===== src/rtl/multicycle_ctrl_pkg.sv =====
// Shared definitions for the multicycle MIPS control unit:
// state encoding, opcode/funct constants and ALU operation codes.
package multicycle_ctrl_pkg;

   typedef enum logic [3:0] {
      S_FETCH,
      S_DECODE,
      S_RTYPE_EX,
      S_RTYPE_WB,
      S_MEM_ADR,
      S_MEM_RD,
      S_LW_WB,
      S_MEM_WR,
      S_BRANCH,
      S_ADDI_EX,
      S_ADDI_WB,
      S_JUMP,
      S_TRAP
   } state_e;

   localparam logic [5:0] OP_RTYPE = 6'h00;
   localparam logic [5:0] OP_LW    = 6'h23;
   localparam logic [5:0] OP_SW    = 6'h2B;
   localparam logic [5:0] OP_BEQ   = 6'h04;
   localparam logic [5:0] OP_BNE   = 6'h05;
   localparam logic [5:0] OP_ADDI  = 6'h08;
   localparam logic [5:0] OP_J     = 6'h02;

   localparam logic [5:0] FN_ADD = 6'h20;
   localparam logic [5:0] FN_SUB = 6'h22;
   localparam logic [5:0] FN_AND = 6'h24;
   localparam logic [5:0] FN_OR  = 6'h25;
   localparam logic [5:0] FN_SLT = 6'h2A;

   localparam logic [3:0] ALU_ADD = 4'b0010;
   localparam logic [3:0] ALU_SUB = 4'b0110;
   localparam logic [3:0] ALU_AND = 4'b0000;
   localparam logic [3:0] ALU_OR  = 4'b0001;
   localparam logic [3:0] ALU_SLT = 4'b0111;

endpackage


===== src/rtl/multicycle_ctrl_alu_decoder.sv =====
// R-type funct decoder: maps funct to an ALU operation code.
// Ports: funct_i in; alu_ctrl_o, funct_illegal_o out (combinational).
module alu_decoder
   import multicycle_ctrl_pkg::*;
(
   input  logic [5:0] funct_i,
   output logic [3:0] alu_ctrl_o,
   output logic       funct_illegal_o
);

   always_comb begin
      alu_ctrl_o      = ALU_ADD;
      funct_illegal_o = 1'b0;
      case (funct_i)
         FN_ADD:  alu_ctrl_o = ALU_ADD;
         FN_SUB:  alu_ctrl_o = ALU_SUB;
         FN_AND:  alu_ctrl_o = ALU_AND;
         FN_OR:   alu_ctrl_o = ALU_OR;
         FN_SLT:  alu_ctrl_o = ALU_SLT;
         default: funct_illegal_o = 1'b1;
      endcase
   end

endmodule


===== src/rtl/multicycle_ctrl.sv =====
// Main control FSM of the multicycle MIPS datapath with retired-instruction
// counter and illegal-instruction trap.
// Ports: clk, rst (async, active-high), opcode, funct, zero, mem_ready in;
// memory/IR/PC/ALU/register-file controls, illegal, instret out.
module multicycle_ctrl
   import multicycle_ctrl_pkg::*;
#(
   parameter int CNT_W = 32
) (
   input  logic             clk,
   input  logic             rst,
   input  logic [5:0]       opcode,
   input  logic [5:0]       funct,
   input  logic             zero,
   input  logic             mem_ready,
   output logic             mem_rd,
   output logic             mem_wr,
   output logic             i_or_d,
   output logic             ir_write,
   output logic             pc_en,
   output logic [1:0]       pc_src,
   output logic             alu_src_a,
   output logic [1:0]       alu_src_b,
   output logic [3:0]       alu_ctrl,
   output logic             reg_dst,
   output logic             mem_to_reg,
   output logic             reg_wr,
   output logic             illegal,
   output logic [CNT_W-1:0] instret
);

   state_e            state_q, state_d;
   logic [CNT_W-1:0]  instret_q, instret_d;
   logic              retire;
   logic [3:0]        rtype_alu;
   logic              funct_bad;

   logic       mr_c, mw_c, iod_c, irw_c, pce_c;
   logic [1:0] pcs_c, asb_c;
   logic       asa_c;
   logic [3:0] alu_c;
   logic       rdst_c, m2r_c, rw_c, ill_c;

   alu_decoder u_alu_dec (
      .funct_i         (funct),
      .alu_ctrl_o      (rtype_alu),
      .funct_illegal_o (funct_bad)
   );

   always_comb begin
      state_d = state_q;
      retire  = 1'b0;
      mr_c    = 1'b0;
      mw_c    = 1'b0;
      iod_c   = 1'b0;
      irw_c   = 1'b0;
      pce_c   = 1'b0;
      pcs_c   = 2'b00;
      asa_c   = 1'b0;
      asb_c   = 2'b00;
      alu_c   = 4'b0000;
      rdst_c  = 1'b0;
      m2r_c   = 1'b0;
      rw_c    = 1'b0;
      ill_c   = 1'b0;
      unique case (state_q)
         S_FETCH: begin
            mr_c  = 1'b1;
            asb_c = 2'b01;
            alu_c = ALU_ADD;
            if (mem_ready) begin
               irw_c   = 1'b1;
               pce_c   = 1'b1;
               state_d = S_DECODE;
            end
         end
         S_DECODE: begin
            // Branch target computed here while the opcode is decoded.
            asb_c = 2'b11;
            alu_c = ALU_ADD;
            case (opcode)
               OP_RTYPE:      state_d = S_RTYPE_EX;
               OP_LW, OP_SW:  state_d = S_MEM_ADR;
               OP_BEQ, OP_BNE: state_d = S_BRANCH;
               OP_ADDI:       state_d = S_ADDI_EX;
               OP_J:          state_d = S_JUMP;
               default:       state_d = S_TRAP;
            endcase
         end
         S_RTYPE_EX: begin
            asa_c   = 1'b1;
            alu_c   = rtype_alu;
            state_d = funct_bad ? S_TRAP : S_RTYPE_WB;
         end
         S_RTYPE_WB: begin
            rw_c   = 1'b1;
            rdst_c = 1'b1;
            retire = 1'b1;
         end
         S_MEM_ADR: begin
            asa_c   = 1'b1;
            asb_c   = 2'b10;
            alu_c   = ALU_ADD;
            state_d = (opcode == OP_LW) ? S_MEM_RD : S_MEM_WR;
         end
         S_MEM_RD: begin
            mr_c  = 1'b1;
            iod_c = 1'b1;
            if (mem_ready) state_d = S_LW_WB;
         end
         S_LW_WB: begin
            rw_c   = 1'b1;
            m2r_c  = 1'b1;
            retire = 1'b1;
         end
         S_MEM_WR: begin
            mw_c  = 1'b1;
            iod_c = 1'b1;
            if (mem_ready) retire = 1'b1;
         end
         S_BRANCH: begin
            asa_c  = 1'b1;
            alu_c  = ALU_SUB;
            pcs_c  = 2'b01;
            pce_c  = (opcode == OP_BEQ) ? zero : ~zero;
            retire = 1'b1;
         end
         S_ADDI_EX: begin
            asa_c   = 1'b1;
            asb_c   = 2'b10;
            alu_c   = ALU_ADD;
            state_d = S_ADDI_WB;
         end
         S_ADDI_WB: begin
            rw_c   = 1'b1;
            retire = 1'b1;
         end
         S_JUMP: begin
            pcs_c  = 2'b10;
            pce_c  = 1'b1;
            retire = 1'b1;
         end
         S_TRAP: begin
            ill_c = 1'b1;
         end
         default: state_d = S_FETCH;
      endcase
      if (retire) state_d = S_FETCH;
   end

   assign instret_d = retire ? instret_q + CNT_W'(1) : instret_q;

   always_ff @(posedge clk or posedge rst) begin
      if (rst) begin
         state_q   <= S_FETCH;
         instret_q <= '0;
      end else begin
         state_q   <= state_d;
         instret_q <= instret_d;
      end
   end

   // Reset gates every control combinationally so an in-flight
   // write or register update dies the moment rst rises.
   assign mem_rd     = mr_c & ~rst;
   assign mem_wr     = mw_c & ~rst;
   assign i_or_d     = iod_c & ~rst;
   assign ir_write   = irw_c & ~rst;
   assign pc_en      = pce_c & ~rst;
   assign pc_src     = pcs_c & {2{~rst}};
   assign alu_src_a  = asa_c & ~rst;
   assign alu_src_b  = asb_c & {2{~rst}};
   assign alu_ctrl   = alu_c & {4{~rst}};
   assign reg_dst    = rdst_c & ~rst;
   assign mem_to_reg = m2r_c & ~rst;
   assign reg_wr     = rw_c & ~rst;
   assign illegal    = ill_c & ~rst;
   assign instret    = instret_q;

endmodule

===== config.mk =====
export PLATFORM = sky130hd
export DESIGN_NAME = multicycle_ctrl
export DESIGN_NICKNAME = d
export VERILOG_FILES = /design/src/rtl/multicycle_ctrl_pkg.sv /design/src/rtl/multicycle_ctrl_alu_decoder.sv /design/src/rtl/multicycle_ctrl.sv
export SDC_FILE = /design/constraint.sdc
export NUM_CORES = 1
export LEC_CHECK = 0
export BUFFER_PORTS_ARGS = -buffer_cell sky130_fd_sc_hd__buf_4
export CORE_UTILIZATION = 47
export DETAILED_ROUTE_END_ITERATION = 8
export GPL_TIMING_DRIVEN = 0
export PLACE_DENSITY = 0.83
export SETUP_SLACK_MARGIN = 0.5
export SYNTH_ARGS = -nofsm -noshare
export SYNTH_HDL_FRONTEND = slang
export SYNTH_HIERARCHICAL = 1
export SYNTH_SLANG_ARGS = --single-unit

===== constraint.sdc =====
create_clock -name clk -period 2.77 [get_ports clk]
set_clock_uncertainty 0.05 [all_clocks]
set_input_delay 0.277 -clock clk [delete_from_list [all_inputs] [get_ports clk]]
set_output_delay 0.277 -clock clk [all_outputs]
set_load 0.05 [all_outputs]

# ---- Word-level counts from Yosys, hierarchy flattened
# Cells that the tools add are included.
dict set report op_classes {
  n_mux 24
  n_reduce_logical 14
  add_sub_neg 1
  bitwise 15
  n_eq_ne 26
}
# operator n
set op_table {}
lappend op_table {{== test 6 bit (second input constant)} 7}
lappend op_table {{adder 32 x 1 -> 32 bit (second input constant)} 1}
lappend op_table {{case mux 4 bit (7 select lines)} 1}
lappend op_table {{== test 4 bit (second input constant)} 5}
lappend op_table {{case mux 4 bit (5 select lines)} 1}
lappend op_table {{== test 4 x 3 -> 1 bit (second input constant)} 4}
lappend op_table {{two-way mux 4 bit} 4}
lappend op_table {{== test 6 x 3 -> 1 bit (second input constant)} 2}
lappend op_table {{case mux 3 bit (4 select lines)} 1}
lappend op_table {{case mux 4 bit (3 select lines)} 1}
lappend op_table {{two-way mux 1 bit} 11}
lappend op_table {{bitwise AND 1 bit} 10}
lappend op_table {{OR reduction 2 bit} 5}
lappend op_table {{OR reduction 5 bit} 2}
lappend op_table {{== test 4 x 2 -> 1 bit (second input constant)} 2}
lappend op_table {{OR reduction 4 bit} 2}
lappend op_table {{OR reduction 7 bit} 1}
lappend op_table {{== test 6 x 2 -> 1 bit (second input constant)} 1}
lappend op_table {{== test 6 x 4 -> 1 bit (second input constant)} 1}
lappend op_table {{zero test 6 bit} 1}
lappend op_table {{!= test 3 bit (second input constant)} 2}
lappend op_table {{case mux 2 bit (3 select lines)} 1}
lappend op_table {{bitwise AND 2 bit} 2}
lappend op_table {{bitwise AND 4 bit} 1}
lappend op_table {{other kinds (10)} 11}
dict set report totals {
  out_inout_bits 50
  regBits 36
}

# ---- Depth between registers and ports, before layout
dict set report logic_depth {
  depth_word 5
  depth_mapped 7
  depth_no_buf 6
}

# ---- Hierarchy
# The synthesis kept the hierarchy.
# module seq_area_each_um2 instances cells_per_inst area_per_inst_um2
set by_module_without_submodules {}
lappend by_module_without_submodules {multicycle_ctrl 900.9 1 227 2123.3}
lappend by_module_without_submodules {alu_decoder 0.0 1 12 95.1}

# ---- Worst setup path after synthesis
# No wires, ideal clock.
dict set report synth_path {
  path_kind {reg2out}
  startpoint {register state_q[2]}
  endpoint {output port mem_rd}
  path_buffers 1
  stages_incl_launch_ff 5
  arrival_ps 2448
  slack_ps -5
  t_required_ps 2443
  path_cell_list {dfrtp_1 clkbuf_1 nand2b_1 nand2_1 nor4_1}
}
dict set report synth_between {
  elab_chain_cells 4
  elab_cells_between_ends 5
  cone_classes {1 x eq/ne; 1 x mux; 1 x bitwise; 2 x reduce/logical}
}
# element line
set synth_rtl {}
lappend synth_rtl {{from (decl)} multicycle_ctrl.sv:32} ;# state_e state_q, state_d;
lappend synth_rtl {{from (signal assigned)} multicycle_ctrl.sv:158} ;# state_q <= state_d;
lappend synth_rtl {{== test 4 x 3 -> 1 bit / zero test 4 bit (equally long branches)} multicycle_ctrl.sv:66} ;# unique case (state_q)
lappend synth_rtl {{OR reduction 2 bit (no source line) (*)} --}
lappend synth_rtl {{two-way mux 1 bit (*)} multicycle_ctrl.sv:66}
lappend synth_rtl {{bitwise AND 1 bit (*)} multicycle_ctrl.sv:165} ;# assign mem_rd = mr_c & ~rst;
lappend synth_rtl {{to (decl)} multicycle_ctrl.sv:16} ;# output logic mem_rd,
# Every way passes the cells marked *; elsewhere a longest branch is shown, timed or not.

# ---- Worst setup path in the final report
dict set report layout_path {
  startpoint {register state_q[0]}
  endpoint {output port pc_en}
}
dict set report layout_between {
  elab_chain_cells 3
  elab_cells_between_ends 5
  cone_classes {2 x eq/ne; 1 x mux; 1 x bitwise; 1 x reduce/logical}
}
# element line
set layout_rtl {}
lappend layout_rtl {{== test 4 bit / zero test 4 bit (equally long branches)} multicycle_ctrl.sv:66}
lappend layout_rtl {{case mux 1 bit (3 select lines) (*)} multicycle_ctrl.sv:66}
lappend layout_rtl {{bitwise AND 1 bit (*)} multicycle_ctrl.sv:169} ;# assign pc_en = pce_c & ~rst;
lappend layout_rtl {{to (decl)} multicycle_ctrl.sv:20} ;# output logic pc_en,
# Marked as above.

==> results summary <==
The flow ran to the end, but the final reports show violations. The checks that failed: design-rule violations. The post-route total power is 2.14 mW. The per-instance average area after synthesis is 9.28 sq um.

Of all nets on the critical path, the largest fanout is 10. The number of max-cap violations is 0. In this run, the number of DRC markers left after iteration 0 of detailed routing was 105. The count of final setup violators came out at 0. The critical path's largest stage delay is 0.42 ns. The launching point of the worst reg2reg path is instret[0]. In the final layout, the share of cells above drive strength 1 is 32.9%. The area of the core region is 4440 sq um. The data required time of the critical path is 2.44 ns. The first detailed-routing pass took 6 iterations. Power spread over the standard cell area amounts to 736 nW/um^2. The normalized max-slew margin came out at 41.3%.

The post-synthesis cell type count is 49. In this run the deepest clock path goes through 2 buffers. At the pin with the least slew margin, the transition time is 0.875 ns. The number of antenna diodes in the final layout is 0. The global placer's final weighted congestion is 0.850. The number of routed nets with antenna violations is 0.

The largest individual stage delay along the critical path comes from the cell dfrtp_1. The sequential cell area fraction in the yosys report came out at 40.6%. The setup check on the worst reg-to-reg path leaves a slack of 0.63 ns.

Walking the worst path, the cells encountered are clkbuf_2 -> nor2b_1 -> and4_2 -> or3_1 -> buf_4. The final layout contains routed wiring with a total length of 5.10 mm. Buffers placed on the I/O ports in this run total 64. The synthesized net count is 256. The startpoint-to-endpoint class of the critical path is register to output pin. The count of pins on the block boundary is 66. The final-report max-slew violation count was 0. The first global-routing pass estimated 8.81 mm of wire. The worst IR drop on VDD came out at 0.443 mV. The worst setup path is launched from a register.

For the worst flop-to-flop path, the logic depth is 6. The horizontal die dimension is 70.7 um. The synthesized area came out at 2220 sq um. The clock reaches the later pin of the worst-skew pair after 0.29 ns. The instance count of the mapped netlist is 239. The endpoint identified for the worst register-to-register timing path is instret[30]. The tightest hold margin came out at 0.115 ns.

TritonCTS built the clock tree. The async set or reset register ratio after synthesis came out at 100%. In this run the core area contains 24 standard-cell rows. The path class of the tightest hold or removal check is input pin to async pin. The number of cells in the finished layout apart from fillers came out at 365.

Counting the buffers created by CTS gives 5. The sum of negative setup slack is 0 ns. The number of hold violations in the final report was 0. The number of global-route vias before repair is 1903. The total routing resource utilization after global routing is 21.8%. The shortest clock period the worst path allows after layout is 2.24 ns. The number of synthesized register bits is 36.

After clock tree synthesis, the clock-pin slew on the worst setup and hold paths is 0.07 ns. The synthesis-to-layout area growth is 31.0%. In this design, the largest share of critical-path delay is due to simple AND/OR/NAND/NOR gates. For this configuration, the core starts out at a cell density of 49.9%.

The number of fillers in the final layout came out at 366. Yosys mapped a number of flops with a built-in enable equal to 0. The die height came out at 70.7 um. For this run, the leading register cell type out of synthesis is dfrtp_1. The detailed placement HPWL came out at 3.82 mm. At the end of the flow the core is filled with cells to 65.4%. The deepest level of the CTS H-tree is 2. Together, buffers and inverters on the worst path number 2. For the worst setup path, the data arrival time is 1.91 ns. The net count of the finished layout came out at 329. Setup repair after global routing could not meet its margin everywhere. The average wire length per cell after detail routing is 14.0 um. The via count is 2035. Counting every sink on the clock net gives 36. The leakage dissipation is 1.36 nW.

The maximum number of pins on one net before global-route repair came out at 20. The achievable frequency came out at 446 MHz. The number of warnings printed during yosys synthesis came out at 6.

The post-placement cell count came out at 355. STA classifies the critical path endpoint as an output pin. The DRC violation count after routing is 10. The total overflow left after global routing is 0. Dividing the detail-routed via count by the number of cells gives 5.58.

The period utilization came out at 80.9%. The die covers 5000 sq um. The buffer cell driving the clock tree root is clkbuf_8.

The number of antenna violations at the first check in global routing came out at 0.
final cells by class:
class                           instances  area (sq um)  area share [%]
Multi-Input combinational cell        189          1270            43.7
Sequential cell                        36           902            31.0
Timing Repair Buffer                   65           490            16.9
Clock buffer                            7          86.3            2.97
Buffer                                 11          65.1            2.24
Tap cell                               52          65.1            2.24
Inverter                                3          15.0           0.517
Clock inverter                          1          7.51           0.258
Timing Repair inverter                  1          5.00           0.172
Yosys cell counts, types with 4 or more instances:
cell      count  area (sq um)
nor4_1        4          25.0
dfrtp_1      36           901
o21ai_0       6          30.0
nor2_1       19          71.3
nand4_1      12          75.1
clkbuf_1      7          26.3
xor2_1        9          78.8
a21oi_1       6          30.0
nand2b_1      7          43.8
nand3_1      13          65.1
and3_1       11          68.8
xnor2_1      25           219
nand2_1      17          63.8
nor3_1       14          70.1
layout by cell type (no fill, tap or decap), types with 2 or more instances in the layout:
cell        instances
clkbuf_1            4
nor2b_1             2
o311ai_0            3
nor2_2              4
and4bb_1            2
nand2_1            17
xnor2_1            25
buf_6               2
or2_2               3
dfrtp_1            35
nand3_1            13
or3_1               3
a31oi_1             2
clkbuf_2            3
nor3_1             11
nor2_1             18
and2_1              2
nor4_2              2
nand4_1            12
o21ai_0             6
nor3_2              3
nor4_1              3
inv_1               2
a21oi_1             6
and4bb_2            2
o21a_1              2
xor2_1              9
clkinvlp_4          2
nand2b_1            7
buf_4              65
and3_1             11
nor3b_1             2
clkbuf_8            6
state kept, by name, summed over array words and instances, names as in the netlist:
name,count
instret,32
state_q,4
report_power, final:
group,switching (mW),internal [mW]
Combinational,0.721,0.364
Sequential,0.0811,0.591
Clock,0.178,0.202
stage by stage:
| stage | area (sq um) | worst slack (ns) |
|---|---|---|
| after global placement | 2790 | 0.228 |
| after detailed placement | 2790 | 0.210 |
| final | 2910 | 0.530 |
| after CTS | 2900 | 0.446 |
| after global routing | 2910 | 0.421 |
| after floorplan | 2240 | 0.456 |
routing by layer:
| metal | vias up | GRT usage [%] | part of all wire [%] |
|---|---|---|---|
| met3 | 7 | 4.84 | 4.7 |
| met4 | 0 | 6.00 | 1.2 |
| li1 | 1004 | - | - |
| met5 | - | 0 | 0 |
| met1 | 974 | 29.4 | 45 |
| met2 | 50 | 35.7 | 49 |
what timing repair did:
action	CTS	global route
endpoints found under the hold margin	17	0
gates resized for setup	1	7
hold buffers	1	0
setup endpoints to repair	2	8
setup buffers	0	0
cloned	1	0
kinds of logic after synthesis:
group	count (synthesis)	share of synthesized area [%]
AOI/OAI and AO/OA	25	8.18
xor gates and xnor gates	34	13.4
adders and majority gates	1	0.564
buffers and inverters	14	3.27
DFF	36	40.6
muxes	2	0.959
other	1	0.169
and+or+nand+nor	126	32.8
how the worst max path moves through the flow:
stage          cells past startpoint    end        from  slack, ns
3_3_place_gp                       5  pc_en         rst       0.23
5_1_grt                            6  pc_en  state_q[2]       0.42
4_1_cts                            6  pc_en  state_q[2]       0.45
6_report                           5  pc_en  state_q[0]       0.53
3_5_place_dp                       5  pc_en         rst       0.21
2_1_floorplan                      3  pc_en         rst       0.46
(Power assumes the default switching activity.)
